--- config.mk ---
export PLATFORM = sky130hd
export DESIGN_NAME = updown_dir_ctrl
export DESIGN_NICKNAME = d
export VERILOG_FILES = /design/src/rtl/updown_dir_ctrl_pkg.sv /design/src/rtl/updown_dir_ctrl.sv
export SDC_FILE = /design/constraint.sdc
export NUM_CORES = 1
export LEC_CHECK = 0
export ABC_AREA = 1
export CORE_AREA = 3 3 40 42
export CTS_BUF_LIST = sky130_fd_sc_hd__clkbuf_8
export DETAILED_ROUTE_END_ITERATION = 16
export DIE_AREA = 0 0 43 45
export GPL_TIMING_DRIVEN = 0
export PLACE_DENSITY = 0.4
export SYNTH_ARGS = -nofsm -noshare
export SYNTH_HDL_FRONTEND = slang
export SYNTH_SLANG_ARGS = --single-unit
--- constraint.sdc ---
create_clock -name clk -period 1.5 [get_ports clk]
set_input_delay 0.375 -clock clk [delete_from_list [all_inputs] [get_ports clk]]
set_output_delay 0.375 -clock clk [all_outputs]
set_load 0.1 [all_outputs]
--- src/rtl/updown_dir_ctrl_pkg.sv ---
// updown_dir_ctrl_pkg
// Shared constants for the up/down counter direction controller.
//   ST_UP / ST_DOWN   : state register encoding
//   DIR_UP / DIR_DOWN : value driven on the counter mode input m
//   DEF_*             : default counter width and sweep limits
package updown_dir_ctrl_pkg;

    localparam logic ST_UP    = 1'b1;
    localparam logic ST_DOWN  = 1'b0;

    localparam logic DIR_UP   = 1'b1;
    localparam logic DIR_DOWN = 1'b0;

    localparam int unsigned DEF_WIDTH    = 4;
    localparam int unsigned DEF_LO_LIMIT = 0;
    localparam int unsigned DEF_HI_LIMIT = 15;

    typedef enum logic {
        StDown = ST_DOWN,
        StUp   = ST_UP
    } state_e;

endpackage

--- src/rtl/updown_dir_ctrl.sv ---
// updown_dir_ctrl
// Direction controller for a synchronous up/down counter. Reads the counter value z back and
// drives the counter mode m. In sweep mode the counter ping-pongs between LO_LIMIT and
// HI_LIMIT (inclusive) without overshoot; in manual mode m follows dir_req one cycle later.
//
// Ports:
//   clk        rising-edge clock, shared with the counter
//   rst        synchronous active-high reset (forces UP, clears flip pulse and sweep count)
//   z          current counter value
//   sweep_en   1 = automatic sweep, 0 = manual
//   dir_req    manual direction request (1 = up)
//   m          registered counter mode (1 = up)
//   dir_flip   one-cycle pulse in the cycle following any state change
//   sweep_cnt  completed LO->HI->LO round trips, wraps modulo 2^CNT_W
//
// Build option: define UPDOWN_DIR_CTRL_SWEEP_COUNT_EN to build the sweep counter; otherwise
// sweep_cnt is tied to zero.
//
// HI_LIMIT - LO_LIMIT must be at least 2 so the two turn thresholds do not overlap.
module updown_dir_ctrl
    import updown_dir_ctrl_pkg::*;
#(
    parameter int unsigned WIDTH    = DEF_WIDTH,
    parameter int unsigned LO_LIMIT = DEF_LO_LIMIT,
    parameter int unsigned HI_LIMIT = DEF_HI_LIMIT,
    parameter int unsigned CNT_W    = 8
) (
    input  logic             clk,
    input  logic             rst,
    input  logic [WIDTH-1:0] z,
    input  logic             sweep_en,
    input  logic             dir_req,
    output logic             m,
    output logic             dir_flip,
    output logic [CNT_W-1:0] sweep_cnt
);

    // The counter steps with the old m on the same edge the state turns, so the turn is
    // taken one value early to land exactly on the limit.
    localparam logic [WIDTH-1:0] HI_TURN = WIDTH'(HI_LIMIT - 1);
    localparam logic [WIDTH-1:0] LO_TURN = WIDTH'(LO_LIMIT + 1);

    state_e state_q, state_d;
    logic   dir_flip_q;
    logic   state_chg;

    always_comb begin
        state_d = state_q;
        if (sweep_en) begin
            unique case (state_q)
                StUp:    if (z >= HI_TURN) state_d = StDown;
                StDown:  if (z <= LO_TURN) state_d = StUp;
                default: state_d = StUp;
            endcase
        end else begin
            state_d = (dir_req == DIR_UP) ? StUp : StDown;
        end
    end

    assign state_chg = (state_d != state_q);

    always_ff @(posedge clk) begin
        if (rst) begin
            state_q    <= StUp;
            dir_flip_q <= 1'b0;
        end else begin
            state_q    <= state_d;
            dir_flip_q <= state_chg;
        end
    end

    assign m        = (state_q == StUp) ? DIR_UP : DIR_DOWN;
    assign dir_flip = dir_flip_q;

`ifdef UPDOWN_DIR_CTRL_SWEEP_COUNT_EN
    logic [CNT_W-1:0] sweep_cnt_q, sweep_cnt_d;

    // A round trip completes on the sweep-mode turn back up at the low end.
    always_comb begin
        sweep_cnt_d = sweep_cnt_q;
        if (sweep_en && (state_q == StDown) && (state_d == StUp)) begin
            sweep_cnt_d = sweep_cnt_q + CNT_W'(1);
        end
    end

    always_ff @(posedge clk) begin
        if (rst) begin
            sweep_cnt_q <= '0;
        end else begin
            sweep_cnt_q <= sweep_cnt_d;
        end
    end

    assign sweep_cnt = sweep_cnt_q;
`else
    assign sweep_cnt = '0;
`endif

endmodule

Word level (Yosys, flattened, before mapping)

Index checks and enable logic that the tools add are counted.

Input port bits: 8
Register bits after elaboration: 2
Logic and storage cells: 12
Output and inout port bits: 10

Magnitude comparators: 2
Muxes and demuxes: 6
Equal/unequal tests: 1
Bitwise logic cells: 1

Operators by type and width:

| cell                                                                   | count |
|---|---|
| 1-bit two-way mux                                                      | 5 |
| 4-bit greater-or-equal comparator (second input constant)              | 1 |
| 4-bit by 1-bit <= comparator with 1-bit output (second input constant) | 1 |
| 1-bit case mux with 2 select lines                                     | 1 |
| 1-bit != test                                                          | 1 |
| 1-bit NOT                                                              | 1 |

Logic depth before layout (Yosys ltp)

Gate-level depths: netlist of run 1.

Word-level depth: 5
Depth in mapped cells: 7
Mapped depth without buffers: 7

Worst setup path after synthesis of run 1

OpenSTA, ideal clock, no wires.

Path kind: register to register
Start point: register state_q
End point: register dir_flip_q (netlist: dir_flip)
Slack: -0.043 ns
Clock period less this slack: 1.543 ns
Cell stages (with the launch flop): 6
Setup time: 0.116 ns
Data arrival time: 1.428 ns
Path buffers: 0
Required time: 1.384 ns
Cells stage by stage: dfxtp_1 -> inv_1 -> nand2_1 -> nand2_2 -> a21oi_1 -> nor2_1

Longest elaborated chain between the ends: 4

RTL lines:

| element                            | line                  | text |
|---|---|---|
| start: declaration                 | updown_dir_ctrl.sv:43 | `state_e state_q, state_d;` |
| start signal: assignment           | updown_dir_ctrl.sv:64 | `state_q <= StUp;` |
| start signal: assignment           | updown_dir_ctrl.sv:67 | `state_q <= state_d;` |
| 1-bit NOT                          | updown_dir_ctrl.sv:50 | `unique case (state_q)` |
| 1-bit case mux with 2 select lines | updown_dir_ctrl.sv:50 |  |
| 1-bit two-way mux                  | updown_dir_ctrl.sv:49 | `if (sweep_en) begin` |
| 1-bit != test (*)                  | updown_dir_ctrl.sv:60 | `assign state_chg = (state_d != state_q);` |
| end signal: assignment             | updown_dir_ctrl.sv:68 | `dir_flip_q <= state_chg;` |
| end: declaration                   | updown_dir_ctrl.sv:44 | `logic dir_flip_q;` |

Mark *: on every way between the ends. The rest lies on a longest branch, timed or not.
A chain may end at the register's enable or synchronous reset.

Worst setup path in the final report of run 1

Start point: register state_q
End point: output m

Longest elaborated chain between the ends: 1

RTL lines:

| element           | line                  | text |
|---|---|---|
| 1-bit two-way mux | updown_dir_ctrl.sv:72 | `assign m = (state_q == StUp) ? DIR_UP : DIR_DOWN;` |
| end: declaration  | updown_dir_ctrl.sv:33 | `output logic m,` |

No other way between the ends.

==> flow_summary.yaml, run 1 <==
status:
  status: "complete, no violations"
global_routing:
  grt_pass1_vias: 132
  grt_max_degree: 4
  gr-total-overflow: 0
  antenna_found_initial: 0
  track_usage: 0.04734
  grt_pass1_wl_um: 565
cts:
  postCtsSetupBuffers: 0
  cts_resized: 6
  cts_buffers: 3
  path_clk_slew_ns: 0.03
  clock_latency_ns: 0.21
  cts_buffer_depth: 2
  cts_tree: "built"
  htreeDepth: 1
  clockRootBuffer: "clkbuf_8"
  hold_buffers: 0
  clock-sinks: 2
floorplan:
  core_mm2: 0.001285
  die-area_mm2: 0.001935
  rows: 13
  die_y_um: 45
  die_w_um: 43
  top_level_ports: 18
  start_util: 0.1490
routing:
  vias: 174
  vias_per_cell: 2.852
  wl_per_cell_um: 5.820
  finalWirelength_um: 355
  postRouteAntennaNets: 0
  drtIter0Drc: 5
  drcViolationCount: 0
  first_pass_iters: 2
power_and_ir_drop:
  p_sw_mw: 0.1828
  p_clk_frac: 0.462
  power_density_mw_per_mm2: 1253
  power_mw: 0.4533
  power_frac_seq: 0.133
  p_leak_nw: 0.1981
  peakVddDrop_mv: 0.3510
  comb_power_share: 0.405
  swShare: 0.4032
  p_int_mw: 0.2705
finish:
  fill_cells: 156
  antenna_cells: 0
  multi_input_area_um2: 98.84
  area_growth_pct: 88.89
  regArea_um2: 41.29
  layout-drive-gt1-share: 0.3478
  final-instance-count-excl-fill: 61
  final_net_count: 56
placed_design:
  numPortBuffers: 8
  place.gp.congestion: 0.5486
  hpwlAfterDp_um: 307.6
  dp_cells: 58
setup_path:
  path_cells: "clkdlybuf4s15_2"
  cp.arrival_ns: 1.06
  reg2reg_to: "dir_flip$_SDFF_PP0_"
  reg2reg_depth: 5
  crit_buf_inv: 1
  path_delay_family: "buffers and inverters"
  worstSetupPathType: "reg -> out"
  r2r_start: "state_q$_SDFF_PP1_"
  critPathLaunchType: "flop"
  crit_path_max_incr_delay_ns: 0.54
  critPathCaptureType: "output port"
  reg2reg_slack_ns: 0.70
  crit_required_ns: 1.12
  worstPathMaxFanout: 2
  slowest_stage: "clkdlybuf4s15_2"
yosys:
  syn_area_per_cell_um2: 6.837
  ys_ff_latch: 2
  yosysUniqueCellTypes: 10
  syn-instance-count: 28
  yosysWarnings: 0
  yosysSeqAreaShare: 0.2092
  synth_area_um2: 191.4
sta:
  min_period_over_period: 0.9589
  fin_crit_ns: 1.438
  hold_viol_final: 0
  max_slew_margin: 0.6389
  worst-slew-pin-transition_ns: 0.5441
  grt_setup_unrepaired: "no"
  fmax_mhz: 695.2
  fin_skew_ns: 0.001043
  setup_violations: 0
  slew_viol_final: 0
worst_hold_path:
  min_from: "state_q$_SDFF_PP1_"
  hp-class: "reg -> reg"
  min_delay_path_depth: 3
  holdPathEnd: "dir_flip$_SDFF_PP0_"
flow_run:
  drv_cap: 0
through the flow:
step                utilization  hold slack (ns)  instance area [um2]  TNS [ns]  setup slack (ns)
floorplan                     -           0.4943                219.0         0            0.2160
global placement         0.2473           0.5656                317.8   -0.5875           -0.3002
detailed placement       0.2473           0.5678                317.8   -0.5869           -0.2993
CTS                      0.2814           0.5762                361.6         0           0.04827
global route             0.2814           0.6500                361.6         0           0.02548
finish                   0.2814           0.5584                361.6         0           0.06162
how the worst max path moves through the flow:
stage,cells past startpoint,from,to
global route,1,state_q$_SDFF_PP1_,m
global placement,1,state_q$_SDFF_PP1_,m
detailed placement,1,state_q$_SDFF_PP1_,m
CTS,1,state_q$_SDFF_PP1_,m
floorplan,0,dir_flip$_SDFF_PP0_,dir_flip
finish,1,state_q$_SDFF_PP1_,m
layout by cell type (no fill, tap or decap):
cell type / instances
a21oi_1: 1
buf_4: 8
clkbuf_8: 3
clkdlybuf4s15_2: 2
clkdlybuf4s50_1: 6
conb_1: 8
dfxtp_1: 1
dfxtp_2: 1
inv_1: 5
nand2_1: 4
nand2_2: 1
nand2_8: 1
nand3_1: 3
nor2_1: 2
sequential cells by signal, summed over array words and instances, names as in the netlist:
name and count:
state_q 1, dir_flip 1
layer usage:
metal,global-route usage,part of all wire,up-vias
met5,0,0,-
met4,0.05422,0,0
met3,0.04781,0.15,0
met2,0.05090,0.53,9
met1,0.04545,0.32,63
li1,-,-,102
layout make-up:
cell class / count / share of cell area
clock buffer: 3 / 0.1142
timing repair buffer: 8 / 0.2284
sequential: 2 / 0.1142
buffer: 8 / 0.1661
multi-input combinational: 20 / 0.2734
tap: 15 / 0.05190
inverter: 5 / 0.05190
worst register-to-register path: cells and delay by family (launching register included):
kind	cells	cell delay (ns)
compound gates	1	0.13
buf+inv	1	0.05
flops	1	0.31
simple gates	3	0.19
cells in the mapped netlist:
cell     instances  share of area
buf_4            8           0.31
inv_1            5          0.098
nand2_1          4          0.078
nand3_1          3          0.078
dfxtp_1          2           0.21
nor2_1           2          0.039
a21oi_1          1          0.026
conb_1           1          0.020
nand2_2          1          0.033
nand2_8          1           0.10
power by group through the flow:
stage / Combinational (mW) / Sequential [mW] / Clock [mW]
final: 0.184 / 0.0601 / 0.210
after global routing: 0.192 / 0.0608 / 0.226
after CTS: 0.184 / 0.0603 / 0.221
after detailed placement: 0.185 / 0.0609 / 0
after global placement: 0.185 / 0.0609 / 0
after floorplan: 0.122 / 0.0947 / 0
logic make-up (layout without fill, tap and decap cells):
logic type             count (synthesis)  in the layout  share of synthesized area
AO/OA/AOI/OAI                          1              1                    0.02612
buffers and inverters                 13             24                     0.4118
flip-flops                             2              2                     0.2092
other                                  1              8                    0.01959
AND/OR/NAND/NOR                       11             11                     0.3333
Power figures use the tool's default switching activity.
==> run 2: changes to the inputs <==
--- a/config.mk
+++ b/config.mk
@@ -6,10 +6,11 @@
 export NUM_CORES = 1
 export LEC_CHECK = 0
 export ABC_AREA = 1
-export CORE_AREA = 3 3 40 42
+export CAP_MARGIN = 25
+export CORE_AREA = 2 2 39 41
 export CTS_BUF_LIST = sky130_fd_sc_hd__clkbuf_8
 export DETAILED_ROUTE_END_ITERATION = 16
-export DIE_AREA = 0 0 43 45
+export DIE_AREA = 0 0 41 43
 export GPL_TIMING_DRIVEN = 0
 export PLACE_DENSITY = 0.4
 export SYNTH_ARGS = -nofsm -noshare
==> flow_summary.yaml, run 2 (synthesized netlist as in run 1, its figures left out) <==
worst_hold_path:
  hp-class: "reg -> reg"
sta:
  setup_violations: 0
  max_slew_margin: 0.6387
  grt_setup_unrepaired: "no"
  hold_viol_final: 0
  min_period_over_period: 0.9596
  worst-slew-pin-transition_ns: 0.5444
  fmax_mhz: 694.7
  holdWs_ns: 0.5493
  timing.final.ws_setup_ns: 0.06063
  slew_viol_final: 0
  fin_skew_ns: 0.002123
  fin_crit_ns: 1.439
routing:
  postRouteAntennaNets: 0
  wl_per_cell_um: 5.065
  vias_per_cell: 2.935
  finalWirelength_um: 314
  vias: 182
  first_pass_iters: 3
  drcViolationCount: 0
  drtIter0Drc: 2
setup_path:
  crit_required_ns: 1.12
  worstSetupPathType: "reg -> out"
  crit_buf_inv: 1
  crit_path_max_incr_delay_ns: 0.54
  slowest_stage: "clkdlybuf4s15_2"
  path_cells: "clkdlybuf4s15_2"
  cp.arrival_ns: 1.06
  critPathCaptureType: "output port"
  path_delay_family: "buffers and inverters"
  critPathLaunchType: "flop"
  worstPathMaxFanout: 2
finish:
  final_cell_mix: "buf_4, conb_1, clkdlybuf4s50_1"
  layout-drive-gt1-share: 0.3478
  area_growth_pct: 89.54
  antenna_cells: 0
  final_net_count: 56
cts:
  path_clk_slew_ns: 0.03
  clock_latency_ns: 0.21
  cts_tree: "built"
  clockRootBuffer: "clkbuf_8"
  clock-sinks: 2
  cts_buffers: 3
  cts_buffer_depth: 2
  htreeDepth: 1
placed_design:
  place.gp.congestion: 0.5528
  hpwlAfterDp_um: 264.5
  dpl_worst_slack_ns: -0.2998
  numPortBuffers: 8
global_routing:
  track_usage: 0.04204
  grt_pass1_vias: 138
  gr-total-overflow: 0
  grt_pass1_wl_um: 434
  grt_max_degree: 4
  antenna_found_initial: 0
status:
  status: "complete, no violations"
power_and_ir_drop:
  p_leak_nw: 0.1981
  power_density_mw_per_mm2: 1239
  peakVddDrop_mv: 0.3189
floorplan:
  die_y_um: 43
  core_mm2: 0.001384
  top_level_ports: 18
  start_util: 0.1383
  rows: 14
  die-area_mm2: 0.001763
  die_w_um: 41
flow_run:
  drv_cap: 0
==> run 2: worst min-delay path, delay by kind of cell, from the launching register on <==
family | cells | cell delay (ns)
buffers and inverters | 1 | 0.08
AO/OA/AOI/OAI | 1 | 0.04
flip-flops | 1 | 0.30
AND/OR/NAND/NOR | 1 | 0.08
==> run 2: what timing repair did <==
action	CTS	global route
setup buffers	0	0
hold buffers	0	0
endpoints found under the setup margin	2	0
gates resized for setup	6	0
==> run 2: area by class of cell <==
cell class	count	area (um2)
tap	16	20.02
multi-input combinational	20	98.84
timing repair buffer	8	82.58
inverter	5	18.77
fill	169	1021
buffer	8	60.06
sequential	2	41.29
clock buffer	3	41.29
==> run 2: per-layer routing <==
layer	GRT usage	part of all wire	up-vias
met1	0.03185	0.38	73
met3	0.04712	0.11	0
met2	0.05313	0.51	7
li1	-	-	102
met5	0	0	-
met4	0.04000	0	0
==> run 2: where the power goes <==
| part | internal (mW) | leakage [nW] | switching (mW) |
|---|---|---|---|
| Sequential | 0.0588 | 0.0165 | 0.00153 |
| Clock | 0.169 | 0.0216 | 0.0370 |
| Combinational | 0.0423 | 0.160 | 0.141 |
| Total | 0.270 | 0.198 | 0.179 |
==> run 2: final timing paths <==
check / start / to / slack (ns) / cells after the start
max reg2reg: state_q$_SDFF_PP1_ / dir_flip$_SDFF_PP0_ / 0.71 / 6
min reg2reg: state_q$_SDFF_PP1_ / dir_flip$_SDFF_PP0_ / 0.55 / 3
max: state_q$_SDFF_PP1_ / m / 0.06 / 1
min: state_q$_SDFF_PP1_ / dir_flip$_SDFF_PP0_ / 0.55 / 3
==> run 2: stage by stage <==
step	util	area [um2]	std cells	setup TNS [ns]	total power, mW
2_1_floorplan	-	219.0	35	0	0.2163
6_report	0.2622	362.8	62	0	0.4495
4_1_cts	0.2622	362.8	62	0	0.4562
3_5_place_dp	0.2306	319.1	59	-0.5899	0.2456
3_3_place_gp	0.2306	319.1	59	-0.5842	0.2455
5_1_grt	0.2622	362.8	62	0	0.4712
